[src/rtl/launch_queue_pkg.sv]
// Shared constants for the DS->IS launch queue.
//   DS_TO_IS_BUS_WD : width of one decoded-instruction bus entry
//   LQ_DEPTH        : default number of queue entries (power of two, >= 2)
package launch_queue_pkg;
    localparam int DS_TO_IS_BUS_WD = 32;
    localparam int LQ_DEPTH        = 4;
endpackage

[src/rtl/launch_queue_if.sv]
// Handshake bundle between decode (push side), issue (pop side) and the
// launch queue.
//   master : the DS/IS pipeline side, drives push/pop/flush
//   slave  : the launch queue, drives allowin, line1/line2, count, error
interface launch_queue_if #(
    parameter int DEPTH = 4,
    parameter int WIDTH = 32
);
    logic                       flush_i;
    logic                       push_valid_i;
    logic [WIDTH-1:0]           push_bus_i;
    logic                       allowin_o;
    logic                       pop_i;
    logic                       line1_valid_o;
    logic [WIDTH-1:0]           line1_bus_o;
    logic                       line2_valid_o;
    logic [WIDTH-1:0]           line2_bus_o;
    logic [$clog2(DEPTH):0]     count_o;
    logic                       error_o;

    modport master (
        output flush_i, push_valid_i, push_bus_i, pop_i,
        input  allowin_o, line1_valid_o, line1_bus_o, line2_valid_o,
               line2_bus_o, count_o, error_o
    );

    modport slave (
        input  flush_i, push_valid_i, push_bus_i, pop_i,
        output allowin_o, line1_valid_o, line1_bus_o, line2_valid_o,
               line2_bus_o, count_o, error_o
    );
endinterface

[src/rtl/launch_queue_ram.sv]
// DEPTH x WIDTH entry storage for the launch queue.
//   clk            : write clock
//   we/waddr/wdata : single synchronous write port
//   raddr0/rdata0  : asynchronous read port (head entry)
//   raddr1/rdata1  : asynchronous read port (head+1 entry)
// Storage is deliberately not reset; validity is tracked by the queue count.
module launch_queue_ram
    import launch_queue_pkg::*;
#(
    parameter int DEPTH = LQ_DEPTH,
    parameter int WIDTH = DS_TO_IS_BUS_WD
) (
    input  logic                         clk,
    input  logic                         we,
    input  logic [$clog2(DEPTH)-1:0]     waddr,
    input  logic [WIDTH-1:0]             wdata,
    input  logic [$clog2(DEPTH)-1:0]     raddr0,
    output logic [WIDTH-1:0]             rdata0,
    input  logic [$clog2(DEPTH)-1:0]     raddr1,
    output logic [WIDTH-1:0]             rdata1
);
    logic [WIDTH-1:0] mem_q [DEPTH];

    always_ff @(posedge clk) begin
        if (we) begin
            mem_q[waddr] <= wdata;
        end
    end

    assign rdata0 = mem_q[raddr0];
    assign rdata1 = mem_q[raddr1];
endmodule

[src/rtl/launch_queue.sv]
// Instruction launch queue between decode (DS) and issue (IS).
// Buffers DS buses and shows the oldest (line1) and next-oldest (line2)
// entries to IS; IS pops one entry per launch. Flush empties the queue.
//   clk, reset : clock and synchronous active-high reset
//   lq         : slave side of launch_queue_if (push/pop/flush in,
//                allowin/line1/line2/count/error out)
module launch_queue
    import launch_queue_pkg::*;
#(
    parameter int DEPTH = LQ_DEPTH,
    parameter int WIDTH = DS_TO_IS_BUS_WD
) (
    input  logic             clk,
    input  logic             reset,
    launch_queue_if.slave    lq
);
    localparam int PW = $clog2(DEPTH);
    localparam int CW = PW + 1;

    logic [PW-1:0] rd_ptr_q, rd_ptr_d;
    logic [PW-1:0] wr_ptr_q, wr_ptr_d;
    logic [CW-1:0] count_q, count_d;
    logic          error_q, error_d;
    logic          allowin;
    logic          push;
    logic          pop;
    logic          line1_valid;

    // allowin comes from registered count only, so a full queue refuses a
    // push even when IS pops in the same cycle.
    assign allowin     = (count_q != CW'(DEPTH));
    assign line1_valid = (count_q != '0);
    assign push        = lq.push_valid_i & allowin & ~lq.flush_i;
    assign pop         = lq.pop_i & line1_valid & ~lq.flush_i;

    always_comb begin
        rd_ptr_d = rd_ptr_q;
        wr_ptr_d = wr_ptr_q;
        count_d  = count_q;
        error_d  = lq.push_valid_i & ~allowin & ~lq.flush_i;
        if (lq.flush_i) begin
            rd_ptr_d = '0;
            wr_ptr_d = '0;
            count_d  = '0;
        end else begin
            if (push) wr_ptr_d = wr_ptr_q + PW'(1);
            if (pop)  rd_ptr_d = rd_ptr_q + PW'(1);
            count_d = count_q + CW'(push) - CW'(pop);
        end
    end

    always_ff @(posedge clk) begin
        if (reset) begin
            rd_ptr_q <= '0;
            wr_ptr_q <= '0;
            count_q  <= '0;
            error_q  <= 1'b0;
        end else begin
            rd_ptr_q <= rd_ptr_d;
            wr_ptr_q <= wr_ptr_d;
            count_q  <= count_d;
            error_q  <= error_d;
        end
    end

    launch_queue_ram #(
        .DEPTH (DEPTH),
        .WIDTH (WIDTH)
    ) u_ram (
        .clk    (clk),
        .we     (push),
        .waddr  (wr_ptr_q),
        .wdata  (lq.push_bus_i),
        .raddr0 (rd_ptr_q),
        .rdata0 (lq.line1_bus_o),
        .raddr1 (rd_ptr_q + PW'(1)),
        .rdata1 (lq.line2_bus_o)
    );

    assign lq.allowin_o     = allowin;
    assign lq.line1_valid_o = line1_valid;
    assign lq.line2_valid_o = (count_q >= CW'(2));
    assign lq.count_o       = count_q;
    assign lq.error_o       = error_q;
endmodule

[src/flat_wrapper.sv]
// flat-port wrapper written by rule: the top's interface ports become plain ports
module launch_queue_flat import launch_queue_pkg::*;
#(
    parameter int DEPTH = LQ_DEPTH,
    parameter int WIDTH = DS_TO_IS_BUS_WD
)
  (clk, reset, lq_flush_i, lq_push_valid_i, lq_push_bus_i, lq_pop_i, lq_allowin_o, lq_line1_valid_o, lq_line1_bus_o, lq_line2_valid_o, lq_line2_bus_o, lq_count_o, lq_error_o);
  launch_queue_if #(.DEPTH(DEPTH), .WIDTH(WIDTH)) lq_i ();
  input  logic clk;
  input  logic reset;
  input wire logic [$bits(lq_i.flush_i)-1:0] lq_flush_i;
  input wire logic [$bits(lq_i.push_valid_i)-1:0] lq_push_valid_i;
  input wire logic [$bits(lq_i.push_bus_i)-1:0] lq_push_bus_i;
  input wire logic [$bits(lq_i.pop_i)-1:0] lq_pop_i;
  output wire logic [$bits(lq_i.allowin_o)-1:0] lq_allowin_o;
  output wire logic [$bits(lq_i.line1_valid_o)-1:0] lq_line1_valid_o;
  output wire logic [$bits(lq_i.line1_bus_o)-1:0] lq_line1_bus_o;
  output wire logic [$bits(lq_i.line2_valid_o)-1:0] lq_line2_valid_o;
  output wire logic [$bits(lq_i.line2_bus_o)-1:0] lq_line2_bus_o;
  output wire logic [$bits(lq_i.count_o)-1:0] lq_count_o;
  output wire logic [$bits(lq_i.error_o)-1:0] lq_error_o;
  assign lq_i.flush_i = lq_flush_i;
  assign lq_i.push_valid_i = lq_push_valid_i;
  assign lq_i.push_bus_i = lq_push_bus_i;
  assign lq_i.pop_i = lq_pop_i;
  assign lq_allowin_o = lq_i.allowin_o;
  assign lq_line1_valid_o = lq_i.line1_valid_o;
  assign lq_line1_bus_o = lq_i.line1_bus_o;
  assign lq_line2_valid_o = lq_i.line2_valid_o;
  assign lq_line2_bus_o = lq_i.line2_bus_o;
  assign lq_count_o = lq_i.count_o;
  assign lq_error_o = lq_i.error_o;
  launch_queue #(.DEPTH(DEPTH), .WIDTH(WIDTH)) u_core (.clk(clk), .reset(reset), .lq(lq_i));
endmodule
[config.mk]
export PLATFORM = sky130hd
export DESIGN_NAME = launch_queue_flat
export DESIGN_NICKNAME = d
export VERILOG_FILES = /design/src/rtl/launch_queue_pkg.sv /design/src/rtl/launch_queue_if.sv /design/src/rtl/launch_queue_ram.sv /design/src/rtl/launch_queue.sv /design/src/flat_wrapper.sv
export SDC_FILE = /design/constraint.sdc
export NUM_CORES = 1
export LEC_CHECK = 0
export ABC_AREA = 0
export CAP_MARGIN = 20
export CORE_UTILIZATION = 53
export DETAILED_ROUTE_END_ITERATION = 8
export GPL_ROUTABILITY_DRIVEN = 0
export PLACE_DENSITY = 0.86
export SLEW_MARGIN = 15
export SYNTH_ARGS = -nofsm -noshare
export SYNTH_HDL_FRONTEND = slang
export SYNTH_SLANG_ARGS = --single-unit
[constraint.sdc]
create_clock -name clk -period 3 [get_ports clk]
set_clock_uncertainty 0.05 [all_clocks]
set_input_delay 0.6 -clock clk [delete_from_list [all_inputs] [get_ports clk]]
set_output_delay 0.6 -clock clk [all_outputs]
set_load 0.05 [all_outputs]
==> metrics.sh, run 1 <==
STATUS='complete, no violations'
TIMING.CRITICAL_PATH.CELLS='buf_4 > mux4_2 > buf_4'
TRITONCTS='done'
WORST_R2R_PATH_DEPTH=8
NUMCTSBUFFERS=17
FINAL_MIN_PERIOD_OVER_CLOCK_PERIOD_PCT=94.6
SYNTHESIS.INSTANCES=264
CRITICAL_PATH_REQUIRED_NS=2.35
CLK_PIN_SLEW_NS=0.06
DESIGN.DIE.AREA_UM2=11800
AREA.GROWTH.SYNTH_TO_FINAL_PCT=28.3
WORST-ENDPOINT-ARRIVAL_NS=2.19
NUMCLOCKSINKS=138
POST_ROUTE_CELLS_DRIVE_ABOVE_1_SHARE_PCT=42.2
CRITICAL_PATH.N_BUFFERS_INVERTERS=2
SYNTH-EDFF-COUNT=128
CTS-ROOT-BUF='sky130_fd_sc_hd__clkbuf_16'
SYNTH-ASYNC-RESET-RATIO_PCT=0
SYNTHDISTINCTLIBCELLS=26
CORE.ROWCOUNT=38
WORST_R2R_STARTPOINT='u_core.lq.count_o[0]'
CP_TOP_FAMILY='buffers and inverters'
DETAILED_PLACE.AREA_UM2=7120
FINAL_HOLD_VIOL_COUNT=0
MAX_CLOCK_FREQ_MHz=352
DOMINANTREGCELLSYNTH='sky130_fd_sc_hd__edfxtp_1'
SYNTH.YOSYS.WARNINGS=0
RSZ0062_AT_GRT='no'
SYNTH_SEQ_AREA_SHARE_PCT=67.2
CRITICAL_PATH_SLOWEST_STAGE_CELL='sky130_fd_sc_hd__dfxtp_2'
DRT-VIAS-PER-INSTANCE=6.03
TIMING.HOLD.WORST_ENDPOINT='u_core.wr_ptr_q[0]'
PWR_DENSITY_nW_PER_UM2=600
DETAIL_ROUTE.ITER0.VIOLATIONS=246
MOST_COMMON_CELL_TYPE_ON_THE_CRITICAL_PATH='sky130_fd_sc_hd__buf_4'
CLOCK_PATH_BUFFERS=2
P_LEAK_nW=2.61
DP.FINAL_HPWL_UM=8200
SETUP_VIOL=0
WHS_PATH_DEPTH=2
START_UTIL_PCT=55.0
DRV_SLEW=0
FINISH.INSTANCE_AREA_UM2=7720
ROUTE.DETAILED.WL_PER_INST_UM=24.1
ANTENNA_DIODE_INSTANCE_COUNT=0
WORST-SLEW-PIN-TRANSITION_NS=0.570
DIE_Y_UM=109
CRITPATHMAXFANOUT=15
GRT_PASS1_VIAS=3406
POST_SYNTH.CELL_AREA_AVG_UM2=22.8
SYNTH-SEQ-CELLS=138
R2R_SLACK_NS=0.89
CHIPWIDTH_UM=109
PIN_COUNT=108
SUMMED_INSTANCE_AREA_OF_THE_SYNTHESIZED_NETLIST_UM2=6020
DETAIL-ROUTE-ANTENNA-NETS=0
MIN-DELAY-START='u_core.wr_ptr_q[0]'
TIMING.CRITICAL_PATH.DEPTH=3
ENDPOINT_KIND='output port'
WORSTSKEWPAIRLATENCY_NS=0.42
FLOORPLAN.CORE_AREA_UM2=10900
MIN-DELAY-PATH-CLASS='reg2reg'
SETUP-TNS-FINAL_NS=0
ANTENNA_FOUND_INITIAL=0
IR_WORST_VDD_V=0.000324
CTSHTREEMAXLEVEL=4
DRT_PRE_ANTENNA_ITERS=4
GLOBALROUTEOVERFLOWTOTAL=0
PORTBUFFERS=107
GRT_PASS1_WL_UM=19600
CRITICALPATHCATEGORY='reg2out'
SYNTH_NETS=309
R2R-END='u_core.lq.count_o[2]'
TOTAL_ROUTING_USAGE_REPORTED_BY_GLOBAL_ROUTING_PCT=23.9
TIMING.MAX_CAP.VIOLATIONS=0
FINAL_NET_COUNT=432
SLEW-LIMIT-HEADROOM_PCT=62.0
VIA_COUNT=3244
GRT_MAX_DEGREE=27
MIN_PERIOD_NS=2.84
SLOWEST_DELAY_NS=0.58
DRT_DRC_VIOLATIONS_LEFT=0
DRT-TOTAL-WL_UM=13000
WORSTSETUPSTARTPOINTTYPE='flop'
-- through the flow --
stage,power [mW],util [%],hold slack [ns],instances,worst slack (ns)
6_report,4.63,70.6,0.453,538,0.162
5_1_grt,4.75,70.6,0.494,538,0.0808
4_1_cts,4.66,70.6,0.455,538,0.0204
3_5_place_dp,2.52,65.1,0.445,508,0.295
3_3_place_gp,2.52,65.1,0.431,508,0.384
2_1_floorplan,2.38,-,0.418,264,0.512
-- state kept, by name (all words and copies together) (netlist names), named ones only --
| name | count |
|---|---|
| u_core.rd_ptr_q | 2 |
| u_core.u_ram.mem_q | 128 |
| u_core.lq.error_o | 1 |
| u_core.wr_ptr_q | 2 |
| u_core.lq.count_o | 3 |
-- logic make-up after synthesis --
group | Yosys count | share of synthesized area (%)
simple gates | 21 | 2.31
fa+ha+maj | 8 | 1.79
mux | 68 | 25.2
buf+inv | 26 | 3.14
flops | 138 | 67.2
compound gates | 2 | 0.208
xor+xnor | 1 | 0.146
-- cell usage after synthesis, types with 2 or more instances --
cell type,instances,share of area [%]
sky130_fd_sc_hd__and2_1,6,0.62
sky130_fd_sc_hd__buf_2,3,0.25
sky130_fd_sc_hd__buf_4,5,0.62
sky130_fd_sc_hd__buf_6,7,1.3
sky130_fd_sc_hd__dfxtp_1,10,3.3
sky130_fd_sc_hd__edfxtp_1,128,64
sky130_fd_sc_hd__ha_1,7,1.5
sky130_fd_sc_hd__inv_1,10,0.62
sky130_fd_sc_hd__mux2i_1,4,0.67
sky130_fd_sc_hd__mux4_1,9,3.9
sky130_fd_sc_hd__mux4_2,55,21
sky130_fd_sc_hd__nand2_1,5,0.31
sky130_fd_sc_hd__nor3b_2,2,0.42
-- area by class of cell --
type	count	area, µm²
flip-flops and latches	138	4050
fillers	671	3210
multi-input cells	100	1790
repair buffers	120	1070
clock buffers	18	429
clock inverters	12	175
well taps	140	175
inverters	10	37.5
-- tightest hold or removal path, cell delays in order (launching register included) --
cell and delay (ns):
sky130_fd_sc_hd__dfxtp_1 0.34, sky130_fd_sc_hd__nand2_1 0.07, sky130_fd_sc_hd__mux2i_1 0.05
-- power by group --
part | switching, mW | leakage, nW | internal (mW) | total (mW)
Combinational | 0.200 | 1.07 | 0.133 | 0.333
Clock | 0.768 | 0.290 | 1.38 | 2.15
Sequential | 0.0180 | 1.25 | 2.14 | 2.15
-- cells in the final DEF (no fill, tap or decap), types with 2 or more instances in the layout --
cell type	count
sky130_fd_sc_hd__nand2_1	5
sky130_fd_sc_hd__clkdlybuf4s50_1	43
sky130_fd_sc_hd__mux4_2	55
sky130_fd_sc_hd__buf_12	4
sky130_fd_sc_hd__ha_1	7
sky130_fd_sc_hd__mux4_1	9
sky130_fd_sc_hd__clkinvlp_4	2
sky130_fd_sc_hd__dfxtp_1	6
sky130_fd_sc_hd__and2_1	2
sky130_fd_sc_hd__dlygate4sd2_1	3
sky130_fd_sc_hd__clkbuf_16	17
sky130_fd_sc_hd__dfxtp_2	4
sky130_fd_sc_hd__clkinv_4	2
sky130_fd_sc_hd__buf_4	69
sky130_fd_sc_hd__and2_2	4
sky130_fd_sc_hd__bufinv_16	4
sky130_fd_sc_hd__clkinv_2	2
sky130_fd_sc_hd__inv_1	10
sky130_fd_sc_hd__nor3b_2	2
sky130_fd_sc_hd__edfxtp_1	128
sky130_fd_sc_hd__mux2i_1	4
-- repair_timing --
| action | 4_1_cts | 5_1_grt |
|---|---|---|
| hold buffers | 0 | 0 |
| gates resized for setup | 3 | 1 |
| setup endpoints to repair | 3 | 1 |
| pin swaps | 0 | 0 |
| buffers inserted | 0 | 0 |
-- metal layers --
layer	GRT usage, %	wire, µm	vias up
met5	0	0	-
met4	9.46	194	0
met3	5.85	783	16
met2	39.6	6620	147
met1	30.5	5360	1698
li1	-	-	1383
-- how the worst max path moves through the flow --
| stage | startpoint | endpoint | slack [ns] |
|---|---|---|---|
| after floorplan | u_core.lq.count_o[0] | u_core.u_ram.mem_q[0][0] | 0.51 |
| after global placement | lq_flush_i | u_core.lq.count_o[1] | 0.38 |
| after detailed placement | lq_flush_i | u_core.lq.count_o[1] | 0.30 |
| after CTS | u_core.rd_ptr_q[0] | lq_line2_bus_o[3] | 0.02 |
| after global routing | u_core.rd_ptr_q[0] | lq_line2_bus_o[13] | 0.08 |
| final | u_core.rd_ptr_q[0] | lq_line2_bus_o[7] | 0.16 |
Note: power is estimated with default switching activity, not from simulation.
==> run 2, diff against run 1 <==
CORE_UTILIZATION = 52   (was 53)
PLACE_DENSITY = 0.85   (was 0.86)
SYNTH_HIERARCHICAL = 1   (was not set)
==> run 2 against run 1 <==
Compared with the run above: sequential power is essentially flat; synthesized cell count shrank 3.8%; hold slack gained 0.088 ns; maximum frequency shrank 1.8%; final area shrank 0.52%; via count shrank 4.8%; setup slack lost 0.051 ns; flip-flop and latch count shrank 2; non-clock buffer count grew 3; register-to-register slack lost 0.07 ns; die area grew 0.64%.
==> metrics.sh, run 2 <==
POST-SYNTH-TOP-COUNT-CELL='sky130_fd_sc_hd__edfxtp_1'
WORST-SLEW-PIN-TRANSITION_NS=0.524  # -0.0458 ns
CORE.ROWCOUNT=38  # unchanged
FINISH.INSTANCE_AREA_UM2=7680  # -0.52%
ROUTE.DETAILED.WL_PER_INST_UM=21.7  # -10%
PORTBUFFERS=107  # unchanged
SLOWEST_DELAY_NS=0.73  # +0.15 ns
SYNTHDOMINANTCELLAREASHARE_PCT=64.7  # +0.81 points
SYNTH_NETS=295  # -4.5%
TIMING.CRITICAL_PATH.CELLS='mux4_1 > clkdlybuf4s50_1'
FLOORPLAN.CORE_AREA_UM2=11000  # +0.43%
SYNTH.LARGEST_AREA_CELL='sky130_fd_sc_hd__edfxtp_1'
VIA_COUNT=3089  # -4.8%
SLEW-LIMIT-HEADROOM_PCT=64.9  # +2.9 points
POST_SYNTH.CELL_AREA_AVG_UM2=23.4  # +2.6%
TOTAL_ROUTING_USAGE_REPORTED_BY_GLOBAL_ROUTING_PCT=21.4  # -2.4 points
DRT_PRE_ANTENNA_ITERS=4  # unchanged
GRT_PASS1_VIAS=3329  # -2.3%
SYNTH-ASYNC-RESET-RATIO_PCT=0  # unchanged
CTSHTREEMAXLEVEL=4  # unchanged
SYNTH_SEQ_AREA_SHARE_PCT=67.4  # +0.18 points
TRITONCTS='done'
DOMINANTREGCELLSYNTH='sky130_fd_sc_hd__edfxtp_1'
DETAIL-ROUTE-ANTENNA-NETS=0  # unchanged
SYNTHDISTINCTLIBCELLS=28  # +7.7%
POST_ROUTE_CELLS_DRIVE_ABOVE_1_SHARE_PCT=43.0  # +0.83 points
MOSTFREQUENTLAYOUTCELLS='sky130_fd_sc_hd__edfxtp_1, sky130_fd_sc_hd__buf_4, sky130_fd_sc_hd__mux4_2'
CHIPWIDTH_UM=109  # +0.32%
DRV_SLEW=0  # unchanged
FILLERS=646  # -3.7%
DRT-TOTAL-WL_UM=11600  # -11%
P_LEAK_nW=2.62  # +0.40%
AREA.GROWTH.SYNTH_TO_FINAL_PCT=29.3
IR_WORST_VDD_V=0.000332  # +2.3%
SYNTH-SEQ-CELLS=136  # -1.4%
LAYOUT.AREA.SEQ_UM2=4010  # -1.1%
SETUP-TNS-FINAL_NS=0  # unchanged
SYNTH.YOSYS.WARNINGS=6  # +6
WORSTSKEWPAIRLATENCY_NS=0.41  # about the same
DRT_DRC_VIOLATIONS_LEFT=0  # unchanged
MIN-DELAY-PATH-CLASS='reg2reg'
NUMBER_OF_FLIP_FLOPS_UNDER_THE_LARGEST_REGISTER_NAME=128  # unchanged
CTS_HOLD_REPAIR_BUFFERS=0  # unchanged
NUMCLOCKSINKS=136  # -1.4%
WORST-ENDPOINT-ARRIVAL_NS=2.24  # +0.05 ns
MAX_FLOP_REGISTER='u_core/u_ram/mem_q'
WORSTSETUPSTARTPOINTTYPE='flop'
GRT_PASS1_WL_UM=17800  # -9.3%
RSZ0062_AT_GRT='no'
CLK_PIN_SLEW_NS=0.06  # about the same
ANTENNA_FOUND_INITIAL=0  # unchanged
NUMCTSBUFFERS=17  # unchanged
CTS-ROOT-BUF='sky130_fd_sc_hd__clkbuf_16'
POSTCTSSETUPBUFFERS=0  # unchanged
TOTALPOWERFINAL_mW=4.68  # +1.1%
FINAL_MIN_PERIOD_OVER_CLOCK_PERIOD_PCT=96.3  # +1.7 points
MAX_CLOCK_FREQ_MHz=346  # -1.8%
SYNTHESIS.INSTANCES=254  # -3.8%
DP.FINAL_HPWL_UM=7570  # -7.6%
MULTI_INPUT_GATE_AREA_UM2=1770  # -0.91%
ANTENNA_DIODE_INSTANCE_COUNT=0  # unchanged
SYNTH_TOP_CELLS_BY_AREA='sky130_fd_sc_hd__edfxtp_1, sky130_fd_sc_hd__mux4_2, sky130_fd_sc_hd__dfxtp_1'
SUMMED_INSTANCE_AREA_OF_THE_SYNTHESIZED_NETLIST_UM2=5940  # -1.2%
DETAIL_ROUTE.ITER0.VIOLATIONS=177  # -28%
START_UTIL_PCT=54.1  # -0.92 points
STATUS='complete, no violations'
SYNTH-EDFF-COUNT=128  # unchanged
DIE_Y_UM=109  # +0.32%
TIMING.MAX_CAP.VIOLATIONS=0  # unchanged
DESIGN.DIE.AREA_UM2=11900  # +0.64%
POST_SYNTH_MOST_FREQUENT_CELLS='sky130_fd_sc_hd__edfxtp_1, sky130_fd_sc_hd__mux4_2, sky130_fd_sc_hd__dfxtp_1, sky130_fd_sc_hd__inv_1'
GRT_MAX_DEGREE=23  # -15%
FINAL_NET_COUNT=423  # -2.1%
CLOCK_PATH_BUFFERS=2  # unchanged
CRITICAL_PATH_REQUIRED_NS=2.35  # about the same
CRITPATHMAXFANOUT=8  # -7
MIN_PERIOD_NS=2.89  # +0.0508 ns
CRITICALPATHCATEGORY='reg2out'
ENDPOINT_KIND='output port'
CRITICAL_PATH_SLOWEST_STAGE_CELL='sky130_fd_sc_hd__clkdlybuf4s50_1'
SETUP_VIOL=0  # unchanged
PIN_COUNT=108  # unchanged
GLOBALROUTEOVERFLOWTOTAL=0  # unchanged
FINAL_HOLD_VIOL_COUNT=0  # unchanged
PWR_DENSITY_nW_PER_UM2=610  # +1.6%
MOST_COMMON_LIBRARY_CELL_IN_THE_LAYOUT_IGNORING_FILL_AND_TAPS='sky130_fd_sc_hd__edfxtp_1'
DRT-VIAS-PER-INSTANCE=5.77  # -4.2%
DETAILED_PLACE.AREA_UM2=7060  # -0.88%
-- run 2: cell type report --
type | count | area share [%]
clock buffer | 20 | 5.95
tap | 140 | 2.28
multi-input combinational | 97 | 23.1
sequential | 136 | 52.2
timing repair buffer | 123 | 13.9
clock inverter | 12 | 2.26
inverter | 7 | 0.342
-- run 2: path summary, 6_finish.rpt --
check	from	endpoint	slack (ns)	depth (start not counted)
setup / recovery	u_core/rd_ptr_q[0]	lq_line1_bus_o[30]	0.11	2
hold / removal	u_core/wr_ptr_q[1]	u_core/wr_ptr_q[1]	0.54	2
setup reg to reg	u_core/lq.count_o[0]	u_core/lq.count_o[2]	0.82	9
hold reg to reg	u_core/wr_ptr_q[1]	u_core/wr_ptr_q[1]	0.54	2
-- run 2: layer usage --
layer / GRT usage (%) / routed length (µm)
met1: 26.0 / 4560
met2: 36.2 / 6280
met3: 6.22 / 658
met4: 8.78 / 102
met5: 0 / 0
-- run 2: kinds of logic after synthesis --
kind of cell               count (synthesis)  share of synthesized area (%)
AOI/OAI and AO/OA                          5                          0.737
xor gates and xnor gates                   4                          0.590
adders and majority gates                  4                          0.969
buffers and inverters                     21                           3.35
DFF                                      136                           67.4
muxes                                     65                           24.7
and+or+nand+nor                           19                           2.27
-- run 2: timing repair --
item | 4_1_cts | 5_1_grt
hold endpoints to repair | 0 | 0
endpoints found under the setup margin | 8 | 0
resized for setup | 8 | 0
-- run 2: report_power, final --
group	switching, mW	internal [mW]	total (mW)	leakage (nW)
clock	0.734	1.43	2.17	0.310
combinational	0.235	0.158	0.393	1.08
sequential	0.0163	2.11	2.13	1.23
total	0.986	3.70	4.68	2.62
-- run 2: per-stage QoR --
step           hold slack (ns)  utilization (%)  worst slack (ns)  cells
2_1_floorplan            0.442                -           0.00542    254
3_3_place_gp             0.496             64.2             0.291    503
3_5_place_dp             0.502             64.2             0.216    503
4_1_cts                  0.540             69.9            0.0687    535
5_1_grt                  0.572             69.9            0.0272    535
6_report                 0.541             69.9             0.111    535
-- run 2: worst max-delay path, delay by kind of cell, from the launching register on --
| family | cells | cell delay [ns] |
|---|---|---|
| buf+inv | 1 | 0.73 |
| mux | 1 | 0.59 |
| flops | 1 | 0.51 |
